<file path="src/rtl/ysyx_22050019_axi_rr_arb.sv">
// N-master to 1-slave AXI-lite arbiter with independent round-robin read and write schedulers.
// Optional response watchdog enabled by defining ARB_TIMEOUT_EN.
module ysyx_22050019_axi_rr_arb #(
  parameter int NM      = 2,
  parameter int AW      = 64,
  parameter int DW      = 64,
  parameter int TIMEOUT = 255
) (
  input  logic               clk,
  input  logic               rst_n,
  input  logic [NM-1:0]      m_ar_valid_i,
  output logic [NM-1:0]      m_ar_ready_o,
  input  logic [NM*AW-1:0]   m_ar_addr_i,
  output logic [NM-1:0]      m_r_valid_o,
  input  logic [NM-1:0]      m_r_ready_i,
  output logic [1:0]         m_r_resp_o,
  output logic [DW-1:0]      m_r_data_o,
  input  logic [NM-1:0]      m_aw_valid_i,
  output logic [NM-1:0]      m_aw_ready_o,
  input  logic [NM*AW-1:0]   m_aw_addr_i,
  input  logic [NM-1:0]      m_w_valid_i,
  output logic [NM-1:0]      m_w_ready_o,
  input  logic [NM*DW-1:0]   m_w_data_i,
  input  logic [NM*DW/8-1:0] m_w_strb_i,
  output logic [NM-1:0]      m_b_valid_o,
  input  logic [NM-1:0]      m_b_ready_i,
  output logic [1:0]         m_b_resp_o,
  output logic               s_ar_valid_o,
  input  logic               s_ar_ready_i,
  output logic [AW-1:0]      s_ar_addr_o,
  input  logic               s_r_valid_i,
  output logic               s_r_ready_o,
  input  logic [1:0]         s_r_resp_i,
  input  logic [DW-1:0]      s_r_data_i,
  output logic               s_aw_valid_o,
  input  logic               s_aw_ready_i,
  output logic [AW-1:0]      s_aw_addr_o,
  output logic               s_w_valid_o,
  input  logic               s_w_ready_i,
  output logic [DW-1:0]      s_w_data_o,
  output logic [DW/8-1:0]    s_w_strb_o,
  input  logic               s_b_valid_i,
  output logic               s_b_ready_o,
  input  logic [1:0]         s_b_resp_i,
  output logic               timeout_o
);
  // Handshakes: a beat transfers on a rising clk edge where valid and ready are both high;
  // valid never waits on ready, and the arbiter only combines the granted master's signals.
  localparam int PW = (NM > 1) ? $clog2(NM) : 1;
  localparam int SW = DW / 8;

  if (NM < 1 || TIMEOUT < 1 || TIMEOUT > 65535) begin : g_bad_param
    $error("ysyx_22050019_axi_rr_arb: NM or TIMEOUT out of range");
  end

  typedef enum logic [1:0] {R_IDLE, R_ADDR, R_DATA} r_state_e;
  typedef enum logic [1:0] {W_IDLE, W_XFER, W_RESP} w_state_e;

  r_state_e r_state, r_next;
  w_state_e w_state, w_next;
  logic [PW-1:0] rgnt, rd_ptr, wgnt, wr_ptr;
  logic aw_done, w_done, aw_fire, w_fire;
  logic [NM-1:0] w_req;

  function automatic logic [PW-1:0] rr_pick(input logic [NM-1:0] req, input logic [PW-1:0] ptr);
    logic found;
    int   idx;
    rr_pick = ptr;
    found   = 1'b0;
    for (int i = 0; i < NM; i++) begin
      idx = (int'(ptr) + i) % NM;
      if (!found && req[idx]) begin
        rr_pick = idx[PW-1:0];
        found   = 1'b1;
      end
    end
  endfunction

  function automatic logic [PW-1:0] next_idx(input logic [PW-1:0] g);
    if (int'(g) == NM - 1) return '0;
    return g + 1'b1;
  endfunction

  assign w_req = m_aw_valid_i | m_w_valid_i;

`ifdef ARB_TIMEOUT_EN
  logic [15:0] r_cnt, w_cnt;
  logic r_expired, w_expired, r_tmo_fire, w_tmo_fire;
  logic r_orphan, w_orphan, tmo_q;
  assign r_expired = (r_cnt == 16'(TIMEOUT));
  assign w_expired = (w_cnt == 16'(TIMEOUT));
  assign timeout_o = tmo_q;

  always_ff @(posedge clk or negedge rst_n) begin
    if (!rst_n) begin
      r_cnt    <= '0;
      w_cnt    <= '0;
      r_orphan <= 1'b0;
      w_orphan <= 1'b0;
      tmo_q    <= 1'b0;
    end else begin
      r_cnt <= (r_state != R_DATA) ? '0 : (r_expired ? r_cnt : r_cnt + 1'b1);
      w_cnt <= (w_state != W_RESP) ? '0 : (w_expired ? w_cnt : w_cnt + 1'b1);
      // A response abandoned by the watchdog may still arrive later; swallow it in IDLE.
      if (r_tmo_fire) r_orphan <= 1'b1;
      else if (r_state == R_IDLE && s_r_valid_i) r_orphan <= 1'b0;
      if (w_tmo_fire) w_orphan <= 1'b1;
      else if (w_state == W_IDLE && s_b_valid_i) w_orphan <= 1'b0;
      tmo_q <= tmo_q | r_tmo_fire | w_tmo_fire;
    end
  end
`else
  assign timeout_o = 1'b0;
`endif

  // Read scheduler
  always_comb begin
    r_next       = r_state;
    m_ar_ready_o = '0;
    m_r_valid_o  = '0;
    m_r_resp_o   = '0;
    m_r_data_o   = '0;
    s_ar_valid_o = 1'b0;
    s_ar_addr_o  = '0;
    s_r_ready_o  = 1'b0;
`ifdef ARB_TIMEOUT_EN
    r_tmo_fire   = 1'b0;
`endif
    case (r_state)
      R_IDLE: begin
        if (|m_ar_valid_i) r_next = R_ADDR;
`ifdef ARB_TIMEOUT_EN
        s_r_ready_o = r_orphan;
`endif
      end
      R_ADDR: begin
        s_ar_valid_o       = m_ar_valid_i[rgnt];
        s_ar_addr_o        = m_ar_addr_i[rgnt*AW +: AW];
        m_ar_ready_o[rgnt] = s_ar_ready_i;
        if (s_ar_valid_o && s_ar_ready_i) r_next = R_DATA;
      end
      R_DATA: begin
        m_r_valid_o[rgnt] = s_r_valid_i;
        s_r_ready_o       = m_r_ready_i[rgnt];
        m_r_resp_o        = s_r_resp_i;
        m_r_data_o        = s_r_data_i;
        if (s_r_valid_i && m_r_ready_i[rgnt]) r_next = R_IDLE;
`ifdef ARB_TIMEOUT_EN
        if (r_expired && !s_r_valid_i) begin
          m_r_valid_o[rgnt] = 1'b1;
          s_r_ready_o       = 1'b0;
          m_r_resp_o        = 2'b10;
          m_r_data_o        = '0;
          if (m_r_ready_i[rgnt]) begin
            r_next     = R_IDLE;
            r_tmo_fire = 1'b1;
          end
        end
`endif
      end
      default: r_next = R_IDLE;
    endcase
  end

  always_ff @(posedge clk or negedge rst_n) begin
    if (!rst_n) begin
      r_state <= R_IDLE;
      rgnt    <= '0;
      rd_ptr  <= '0;
    end else begin
      r_state <= r_next;
      if (r_state == R_IDLE && |m_ar_valid_i) rgnt <= rr_pick(m_ar_valid_i, rd_ptr);
      if (r_state == R_DATA && r_next == R_IDLE) rd_ptr <= next_idx(rgnt);
    end
  end

  // Write scheduler: AW and W complete independently before the B phase
  always_comb begin
    w_next       = w_state;
    aw_fire      = 1'b0;
    w_fire       = 1'b0;
    m_aw_ready_o = '0;
    m_w_ready_o  = '0;
    m_b_valid_o  = '0;
    m_b_resp_o   = '0;
    s_aw_valid_o = 1'b0;
    s_aw_addr_o  = '0;
    s_w_valid_o  = 1'b0;
    s_w_data_o   = '0;
    s_w_strb_o   = '0;
    s_b_ready_o  = 1'b0;
`ifdef ARB_TIMEOUT_EN
    w_tmo_fire   = 1'b0;
`endif
    case (w_state)
      W_IDLE: begin
        if (|w_req) w_next = W_XFER;
`ifdef ARB_TIMEOUT_EN
        s_b_ready_o = w_orphan;
`endif
      end
      W_XFER: begin
        s_aw_valid_o       = !aw_done && m_aw_valid_i[wgnt];
        s_aw_addr_o        = m_aw_addr_i[wgnt*AW +: AW];
        m_aw_ready_o[wgnt] = !aw_done && s_aw_ready_i;
        s_w_valid_o        = !w_done && m_w_valid_i[wgnt];
        s_w_data_o         = m_w_data_i[wgnt*DW +: DW];
        s_w_strb_o         = m_w_strb_i[wgnt*SW +: SW];
        m_w_ready_o[wgnt]  = !w_done && s_w_ready_i;
        aw_fire            = s_aw_valid_o && s_aw_ready_i;
        w_fire             = s_w_valid_o && s_w_ready_i;
        if ((aw_done || aw_fire) && (w_done || w_fire)) w_next = W_RESP;
      end
      W_RESP: begin
        m_b_valid_o[wgnt] = s_b_valid_i;
        s_b_ready_o       = m_b_ready_i[wgnt];
        m_b_resp_o        = s_b_resp_i;
        if (s_b_valid_i && m_b_ready_i[wgnt]) w_next = W_IDLE;
`ifdef ARB_TIMEOUT_EN
        if (w_expired && !s_b_valid_i) begin
          m_b_valid_o[wgnt] = 1'b1;
          s_b_ready_o       = 1'b0;
          m_b_resp_o        = 2'b10;
          if (m_b_ready_i[wgnt]) begin
            w_next     = W_IDLE;
            w_tmo_fire = 1'b1;
          end
        end
`endif
      end
      default: w_next = W_IDLE;
    endcase
  end

  always_ff @(posedge clk or negedge rst_n) begin
    if (!rst_n) begin
      w_state <= W_IDLE;
      wgnt    <= '0;
      wr_ptr  <= '0;
      aw_done <= 1'b0;
      w_done  <= 1'b0;
    end else begin
      w_state <= w_next;
      if (w_state == W_IDLE) begin
        aw_done <= 1'b0;
        w_done  <= 1'b0;
        if (|w_req) wgnt <= rr_pick(w_req, wr_ptr);
      end else if (w_state == W_XFER) begin
        if (aw_fire) aw_done <= 1'b1;
        if (w_fire)  w_done  <= 1'b1;
      end
      if (w_state == W_RESP && w_next == W_IDLE) wr_ptr <= next_idx(wgnt);
    end
  end

endmodule

</file>
<file path="config.mk">
export PLATFORM = sky130hd
export DESIGN_NAME = ysyx_22050019_axi_rr_arb
export DESIGN_NICKNAME = d
export VERILOG_FILES = /design/src/rtl/ysyx_22050019_axi_rr_arb.sv
export SDC_FILE = /design/constraint.sdc
export NUM_CORES = 1
export LEC_CHECK = 0
export CAP_MARGIN = 20
export CORE_AREA = 5 5 298 300
export DETAILED_ROUTE_END_ITERATION = 10
export DIE_AREA = 0 0 303 305
export GPL_TIMING_DRIVEN = 0
export SYNTH_ARGS = -nofsm -noshare
export SYNTH_HDL_FRONTEND = slang
export SYNTH_SLANG_ARGS = --single-unit
</file>
<file path="constraint.sdc">
create_clock -name clk -period 1.4 [get_ports clk]
set_input_delay 0.28 -clock clk [delete_from_list [all_inputs] [get_ports clk]]
set_output_delay 0.28 -clock clk [all_outputs]
set_load 0.01 [all_outputs]
</file>
==> results.py <==
metrics = {
    "outcome": {
        "outcome": "finished with violations",
        "violations": "negative setup slack",
    },
    "worst_setup_path": {
        "reg2reg_slack_ns": -0.29,
        "rr_worst_depth": 7,
        "path_class": "flip-flop to primary output",
        "startpoint_type": "flip-flop",
        "cp_data_required_time_ns": 1.12,
        "cp-end-kind": "primary output",
        "r2r-end": "r_state[0]$_DFF_PN0_",
        "path_max_fanout": 4,
        "critPathArrivalTime_ns": 1.95,
        "crit-reg2reg-launch": "rgnt$_DFFE_PN0P_",
    },
    "final_layout": {
        "nets": 2049,
        "utilization_pct": 22.5,
        "fillCellCount": 9288,
        "syn_to_final_growth_pct": 350,
        "drive_gt1_share_pct": 62.4,
        "fin_cells": 2721,
    },
    "cts": {
        "root_buffer": "clkbuf_16",
        "insertion_delay_ns": 0.24,
        "cts_buffers": 3,
        "cts_hold_buf": 0,
        "htreeDepth": 1,
        "clkTransAtPathRegs_ns": 0.05,
        "cts_buffer_depth": 2,
        "cts_tree": "built",
        "cts_sinks": 10,
    },
    "synthesis": {
        "yosys.area.top_type": "mux2i_1",
        "yosysMostFrequentCell": "nor2_1",
        "synth_area_per_cell_um2": 7.19,
        "syn_nets": 1084,
        "synth_edf_count": 0,
        "ys_types": 32,
        "synth.top_cell.area_share_pct": 46.7,
        "ys_warn_count": 0,
        "ys_top_cells_by_area": "mux2i_1 (47%), nor2_1 (18%), and2_1 (10%)",
        "ys_top_cells_by_count": "nor2_1 (211), mux2i_1 (201), and2_1 (72)",
        "synth_ff_type": "dfrtp_1",
        "yosysSeqAreaShare_pct": 5.81,
        "synth-seq-cells": 10,
        "syn_inst": 599,
        "syn_area_um2": 4300,
        "synthArstFlopShare_pct": 100,
    },
    "sta": {
        "min_period_over_period_pct": 159,
        "rsz0062_at_grt": "true",
        "max_freq_ghz": 0.448,
        "tightest_slew_ns": 0.594,
        "slew_viol_final": 0,
        "setup_viol": 290,
        "hold_violations": 0,
        "max_slew_margin_pct": 60.3,
        "holdWs_ns": 0.409,
        "setup_slack_ns": -0.830,
        "clock_skew_ns": 0.000460,
        "finalCriticalPeriod_ns": 2.23,
    },
    "route": {
        "vias": 8660,
        "viasPerCell": 3.18,
        "routed_wl_um": 71000,
        "remaining_drc_errors": 0,
        "first_pass_iters": 4,
        "ant_nets": 0,
        "wire_per_inst_um": 26.1,
        "drt_iter0_markers": 326,
    },
    "floorplan": {
        "start_util_pct": 5.01,
        "row_count": 108,
        "dieWidth_um": 303,
        "die_h_um": 305,
        "coreArea_um2": 85900,
        "die_area_um2": 92400,
        "io_pins": 769,
    },
    "global_route": {
        "grt_pass1_vias": 8995,
        "grt_max_degree": 11,
        "grt_pass1_wl_um": 87400,
        "grtUsageTotal_pct": 14.0,
        "overflow": 0,
        "antenna_found_initial": 15,
    },
    "power": {
        "netSwitchingPower_w": 0.0176,
        "p_int_w": 0.0213,
        "power.share.clock_pct": 1.5,
        "sw_frac_of_total_pct": 45.2,
        "p_leak_nw": 7.54,
        "combinationalPowerShare_pct": 96.9,
        "pwr-share-seq_pct": 1.6,
        "pwr_density_cell_nw_per_um2": 2010,
        "irDropWorstVdd_uv": 1300,
    },
    "placed_design": {
        "dp_hpwl_um": 58900,
        "place_ws_ns": -1.43,
        "gp_congestion": 0.913,
        "port_buffers": 767,
        "dp.cells": 2521,
    },
    "min_path": {
        "hold_class": "input pin to async pin",
    },
    "run": {
        "maxCapViolCount": 0,
    },
}
metrics by stage:
step	TNS, ns	power (W)	instance area (µm²)
2_1_floorplan	-0.0828	0.00997	4590
3_3_place_gp	-223.48	0.0235	13700
3_5_place_dp	-225.42	0.0234	13700
4_1_cts	-181.51	0.0341	17300
5_1_grt	-184.47	0.0406	19300
6_report	-167.60	0.0388	19400
worst max path at each step:
stage	startpoint	endpoint	slack, ns	cells after the start
after CTS	wgnt$_DFFE_PN0P_	s_w_data_o[15]	-0.99	7
after floorplan	w_state[1]$_DFF_PN0_	m_aw_ready_o[0]	-0.04	4
after global placement	wgnt$_DFFE_PN0P_	s_w_data_o[3]	-1.42	5
final	wgnt$_DFFE_PN0P_	s_w_strb_o[5]	-0.83	9
after global routing	wgnt$_DFFE_PN0P_	s_w_strb_o[5]	-0.89	9
after detailed placement	wgnt$_DFFE_PN0P_	s_w_data_o[3]	-1.43	5
state kept, by name, indices dropped and copies added, names as in the netlist:
register,flops
r_state,2
wgnt,1
rd_ptr,1
aw_done,1
w_state,2
w_done,1
wr_ptr,1
rgnt,1
repair_timing:
action / CTS / global route
gates cloned: 19 / 9
pin swaps: 48 / 126
gates resized for setup: 1976 / 443
buffers inserted: 124 / 80
setup endpoints to repair: 285 / 289
final cells by class:
cell class / count / area (µm²) / share of cell area, %
Timing Repair Buffer: 970 / 10400 / 53.8
Multi-Input combinational cell: 530 / 6390 / 33.0
Tap cell: 1155 / 1450 / 7.47
Buffer: 44 / 733 / 3.79
Sequential cell: 10 / 256 / 1.33
Clock buffer: 4 / 88.8 / 0.459
Inverter: 5 / 18.8 / 0.0970
Antenna cell: 3 / 7.51 / 0.0388
critical path: stages (launching register included):
cell	delay, ns
dfrtp_2	0.43
buf_12	0.15
buf_16	0.14
buf_12	0.12
buf_16	0.13
buf_8	0.13
buf_6	0.12
mux2i_4	0.25
nor2_1	0.08
buf_2	0.15
per-layer routing:
layer,vias to the layer above,global-route usage [%],share of wire (%)
met3,65,4.00,9.6
met5,-,0,0.13
met4,14,1.64,2.5
met2,528,24.2,47
li1,3953,-,-
met1,4100,17.9,41
power groups by stage:
stage	Sequential [W]	Clock (W)	Combinational, W
after floorplan	0.000513	0	0.00946
after global placement	0.000541	0	0.0229
after detailed placement	0.000547	0	0.0229
after CTS	0.000618	0.000607	0.0328
after global routing	0.000636	0.000634	0.0393
final	0.000617	0.000593	0.0376
layout by cell type, fill, tap and decap left out, types with 2 or more instances in the layout:
cell type,Yosys,layout
nor4b_4,0,2
nand3b_1,2,2
diode_2,0,3
nor2b_4,0,2
buf_4,11,47
buf_8,2,31
o21ai_1,2,2
and2_1,72,5
clkdlybuf4s50_1,0,483
o31ai_1,2,2
mux2i_2,0,40
buf_6,17,306
o21ai_0,3,3
buf_12,1,52
mux2_4,1,4
and3_4,0,5
inv_1,5,5
a21oi_4,0,2
nand2b_4,0,2
nor2_4,0,49
dfrtp_2,0,5
and2_4,0,67
buf_2,19,68
a31oi_1,6,5
and2b_4,1,2
dfrtp_1,10,5
nand2_1,4,4
mux2i_4,0,134
nor2_2,0,125
nor2_1,211,37
mux2i_1,201,27
clkbuf_16,0,17
buf_16,0,11
kinds of logic (layout without fill, tap and decap cells):
kind of cell    Yosys count  in the layout  share of synthesized area, %
flops                    10             10                          5.81
mux                     205            205                          47.9
buf+inv                  60           1023                          11.0
simple gates            303            304                          32.0
other cells               1              4                        0.0871
compound gates           20             20                          3.14
(Power assumes the default switching activity.)
